$ cat src/rtl/loop_checker_pkg.sv
// ---------------------------------------------------------------------------
// loop_checker_pkg
// Shared constants for the loop result checker:
//   - default widths (data word, bank address, statistics counters)
//   - binary FSM state encoding
//   - popcount result width helper
// ---------------------------------------------------------------------------
package loop_checker_pkg;

  localparam int DEF_DATA_WIDTH = 56;
  localparam int DEF_ADDR_WIDTH = 3;
  localparam int DEF_CNT_WIDTH  = 16;

  localparam logic [1:0] S_IDLE    = 2'd0;
  localparam logic [1:0] S_COMPARE = 2'd1;
  localparam logic [1:0] S_ACCUM   = 2'd2;
  localparam logic [1:0] S_DONE    = 2'd3;

  // Bits needed to hold a count of 0..data_width set bits.
  function automatic int pcnt_width(input int data_width);
    return $clog2(data_width + 1);
  endfunction

  localparam int DEF_PCNT_WIDTH = pcnt_width(DEF_DATA_WIDTH);

endpackage

$ cat src/rtl/loop_checker_popcount.sv
// ---------------------------------------------------------------------------
// loop_checker_popcount
// Purely combinational population count of a DATA_WIDTH-bit word.
// Ports:
//   data   in   DATA_WIDTH   word to count
//   count  out  PCNT_WIDTH   number of set bits in data
// ---------------------------------------------------------------------------
module loop_checker_popcount
  import loop_checker_pkg::*;
#(
  parameter int DATA_WIDTH = DEF_DATA_WIDTH,
  parameter int PCNT_WIDTH = pcnt_width(DATA_WIDTH)
) (
  input  logic [DATA_WIDTH-1:0] data,
  output logic [PCNT_WIDTH-1:0] count
);

  always_comb begin
    count = '0;
    for (int i = 0; i < DATA_WIDTH; i++) begin
      count = count + PCNT_WIDTH'(data[i]);
    end
  end

endmodule

$ cat config.mk
export PLATFORM = sky130hd
export DESIGN_NAME = loop_checker_popcount
export DESIGN_NICKNAME = d
export VERILOG_FILES = /design/src/rtl/loop_checker_pkg.sv /design/src/rtl/loop_checker_popcount.sv
export SDC_FILE = /design/constraint.sdc
export NUM_CORES = 1
export LEC_CHECK = 0
export CAP_MARGIN = 20
export CORE_MARGIN = 2
export CORE_UTILIZATION = 37
export DETAILED_ROUTE_END_ITERATION = 7
export GPL_ROUTABILITY_DRIVEN = 0
export GPL_TIMING_DRIVEN = 0
export PLACE_DENSITY = 0.78
export SETUP_SLACK_MARGIN = 0.05
export SYNTH_ARGS = -nofsm -noshare
export SYNTH_HDL_FRONTEND = slang
export SYNTH_SLANG_ARGS = --single-unit
$ cat constraint.sdc
create_clock -name vclk -period 13.4
set_clock_uncertainty 0.2 [all_clocks]
set_input_delay 2.68 -clock vclk [all_inputs]
set_output_delay 2.68 -clock vclk [all_outputs]
set_load 0.1 [all_outputs]
Word level (Yosys, flattened, before mapping) --
Cells that the tools add are included.
Storage, ports and cells: ROM bits 0, input bits 56, word-level logic and storage cells 55, output and inout port bits 6, memory bits (writable) 0, memories kept 0, bits in latches 0, bits in registers 0
Operators by class: add/subtract/negate cells 55, shift operators 0, magnitude comparators 0, eq/ne operators 0, bitwise operators 0, reduce and logical (&&, ||, !) cells 0, mux-type cells 0, div/mod/pow operators 0, multiply operators 0
Operators with widths (number):
- $add A6 B1 Y6 | 50
- $add A5 B1 Y6 | 1
- $add A4 B1 Y5 | 1
- $add A3 B1 Y4 | 1
- $add A2 B1 Y3 | 1
- $add A1 B1 Y2 | 1

Longest topological paths before layout --
word-level depth 55, depth in mapped cells 20, depth with buffers taken out 20

Worst setup path before layout --
OpenSTA, ideal clock, no wires.
path kind input to output, from input port data[0], to output port count[4], arrival 8.836 ns, required time 10.520 ns, stages on the path 17, buffers on the path 0, setup slack 1.684 ns, cells stage by stage inv_1 > fa_1 > inv_1 > fa_1 > fa_1 > fa_1 > fa_1 > fa_1 > inv_1 > fa_1 > fa_1 > inv_1 > ha_1 > fa_1 > a21o_1 > a21oi_1 > xnor2_1
Between the ends: cells in the longest elaborated chain, start to end 55
Ends and longest elaborated chain:
- start: declaration | line loop_checker_popcount.sv:14 | input logic [DATA_WIDTH-1:0] data,
- $add A1 B1 Y2 | line loop_checker_popcount.sv:21 | count = count + PCNT_WIDTH'(data[i]);
- $add A2 B1 Y3 | line loop_checker_popcount.sv:21
- $add A3 B1 Y4 | line loop_checker_popcount.sv:21
- $add A4 B1 Y5 | line loop_checker_popcount.sv:21
- $add A5 B1 Y6 | line loop_checker_popcount.sv:21
- $add A6 B1 Y6 (50 in a row) | line loop_checker_popcount.sv:21
- end: declaration | line loop_checker_popcount.sv:15 | output logic [PCNT_WIDTH-1:0] count
Every way passes these cells.

Final worst setup path --
Ends and elaborated chain as after synthesis.

==> metrics <==
DP Area 2160 sq um; pin count of the biggest net entering global routing 6; commonest non-fill, non-tap cell in the layout inv_1; Final setup viols 0; Fmax slightly above 80 MHz; worst-path cell chain clkdlybuf4s50_1 -> inv_1 -> fa_1 -> inv_1 -> fa_1 -> fa_1 -> fa_1 -> fa_1 -> fa_1 -> inv_1 -> fa_1 -> fa_1 -> inv_1 -> ha_1 -> fa_1 -> a21o_1 -> a21oi_1 -> xnor2_1 -> clkdlybuf4s50_1; final hold vios 0; Rows 22; first-pass GRT wire length 4.30 mm; Layout fillers 339; # diodes 0; via/cell ratio 4.15; Finished Layout Cells 255; min-delay src data[2]; synth unique cells 14; GR Overflow Total 0; post-detail-place hpwl 2.55 mm; Arr. time, crit path between 9 and 10 ns; die area roughly 4500 sq um; Crit Path Max Fanout 3; CP Depth 19; Crit path top cell by count fa_1; Post-Syn Instances approximately 150; Worst Max-Slew Pin Slew approximately 1 ns; post-CTS setup buffer count 0; crit-path max cell delay 1.15 ns; Largest delay share family, worst path adder cells; DR iter-0 viols 13; IO buf count 62; antenna-violating nets left 0; P&R area growth vs syn 46.1%; routed wire length ~2.5 mm; Hold Crit Class input port to primary output; synthesized cell area about 1500 sq um; Core Util, Final 57.6%; RSZ-0062 raised after global routing no; Core ar. 3740 sq um; minimum clock period 12.42 ns; DIE HEIGHT 67.1 um; Max-Cap Viols 0; # DRC 0; relative slew slack 35.0%; Storage cell area 0 sq um; worst hold path depth 3; yosys warns 0; drt first pass iters 2; share of layout cells above drive strength 1 0%; worst path required time 10.52 ns; register area share after synthesis 0%; vias in the first global route 1138; worst path bufs/invs 6; Critical Path Start Type input port; post-cts resize count 0; post-route design area between 2000 and 2500 sq um; Worst Hold End count[0]; gr usage total 12.0%; initial antenna violation count 0; via count 1059; Ports between 60 and 70; Avg Cell Area, Syn 10.2 sq um; Final Cycle Share 92.7%; Initial Utilization 39.4%; Crit-path slowest cell clkdlybuf4s50_1; CTS Hold Bufs 0; Nets between 300 and 400; CP Class input port to primary output; DR WL/cell ~9.8 um; Die W approximately 67 um; Worst Setup End Kind primary output; placed instance count ~260; setup TNS after final layout 0 ns; max-slew violation count 0; sequential cell count 0; multi-input logic area approximately 1200 sq um; outcome complete, no violations; clkbuf count 0; commonest non-fill, non-tap cells in the layout inv_1 (68), clkdlybuf4s50_1 (62), fa_1 (46), ha_1 (15), a21oi_1 (3); syn nets 262
==> cell families (layout without fill, tap and decap cells) <==
logic type / Yosys count / count (layout) / share of synthesized area (%)
xor gates and xnor gates: 3 / 3 / 1.78
and+or+nand+nor: 4 / 4 / 1.78
adders and majority gates: 61 / 61 / 75.1
buffers and inverters: 68 / 130 / 17.3
AOI/OAI and AO/OA: 9 / 9 / 3.99
==> synth_stat cells <==
master | number | area (sq um)
xor2_1 | 1 | 8.76
ha_1 | 15 | 188
o21ai_1 | 1 | 5.00
and3b_1 | 1 | 8.76
o2111ai_1 | 1 | 8.76
or4b_1 | 1 | 10.0
a21o_1 | 2 | 15.0
xnor2_1 | 2 | 17.5
a211oi_1 | 1 | 7.51
o211ai_1 | 1 | 7.51
nor2_1 | 2 | 7.51
inv_1 | 68 | 255
a21oi_1 | 3 | 15.0
fa_1 | 46 | 921
==> tightest hold or removal path, cell delays in order <==
cell             delay, ns
clkdlybuf4s50_1       0.46
ha_1                  0.22
clkdlybuf4s50_1       0.96
==> through the flow <==
stage	worst slack (ns)	hold WS (ns)
2_1_floorplan	1.68	5.71
3_3_place_gp	0.963	6.79
3_5_place_dp	0.912	6.81
4_1_cts	0.902	6.80
5_1_grt	0.699	6.84
6_report	0.977	6.80
==> worst max path at each step <==
stage	slack (ns)	start	endpoint
finish	0.98	data[0]	count[4]
global placement	0.96	data[0]	count[4]
CTS	0.90	data[0]	count[4]
detailed placement	0.91	data[0]	count[4]
floorplan	1.68	data[0]	count[4]
global route	0.70	data[0]	count[4]
==> layer usage <==
layer  vias up  GRT usage (%)  part of all wire, %
met5         -              0                    0
met3         0           1.50                  8.4
met2        39           24.9                   55
met4         0              0                    0
met1       496           13.7                   36
li1        524              -                    -
==> layout make-up <==
| cell class | instances | share of cell area (%) |
|---|---|---|
| tap | 48 | 2.79 |
| timing repair buffer | 62 | 28.8 |
| inverter | 68 | 11.8 |
| multi-input combinational | 77 | 56.6 |
Power is not shown: default switching activity piles up to over one toggle a cycle in this logic, so the estimate is an artifact.
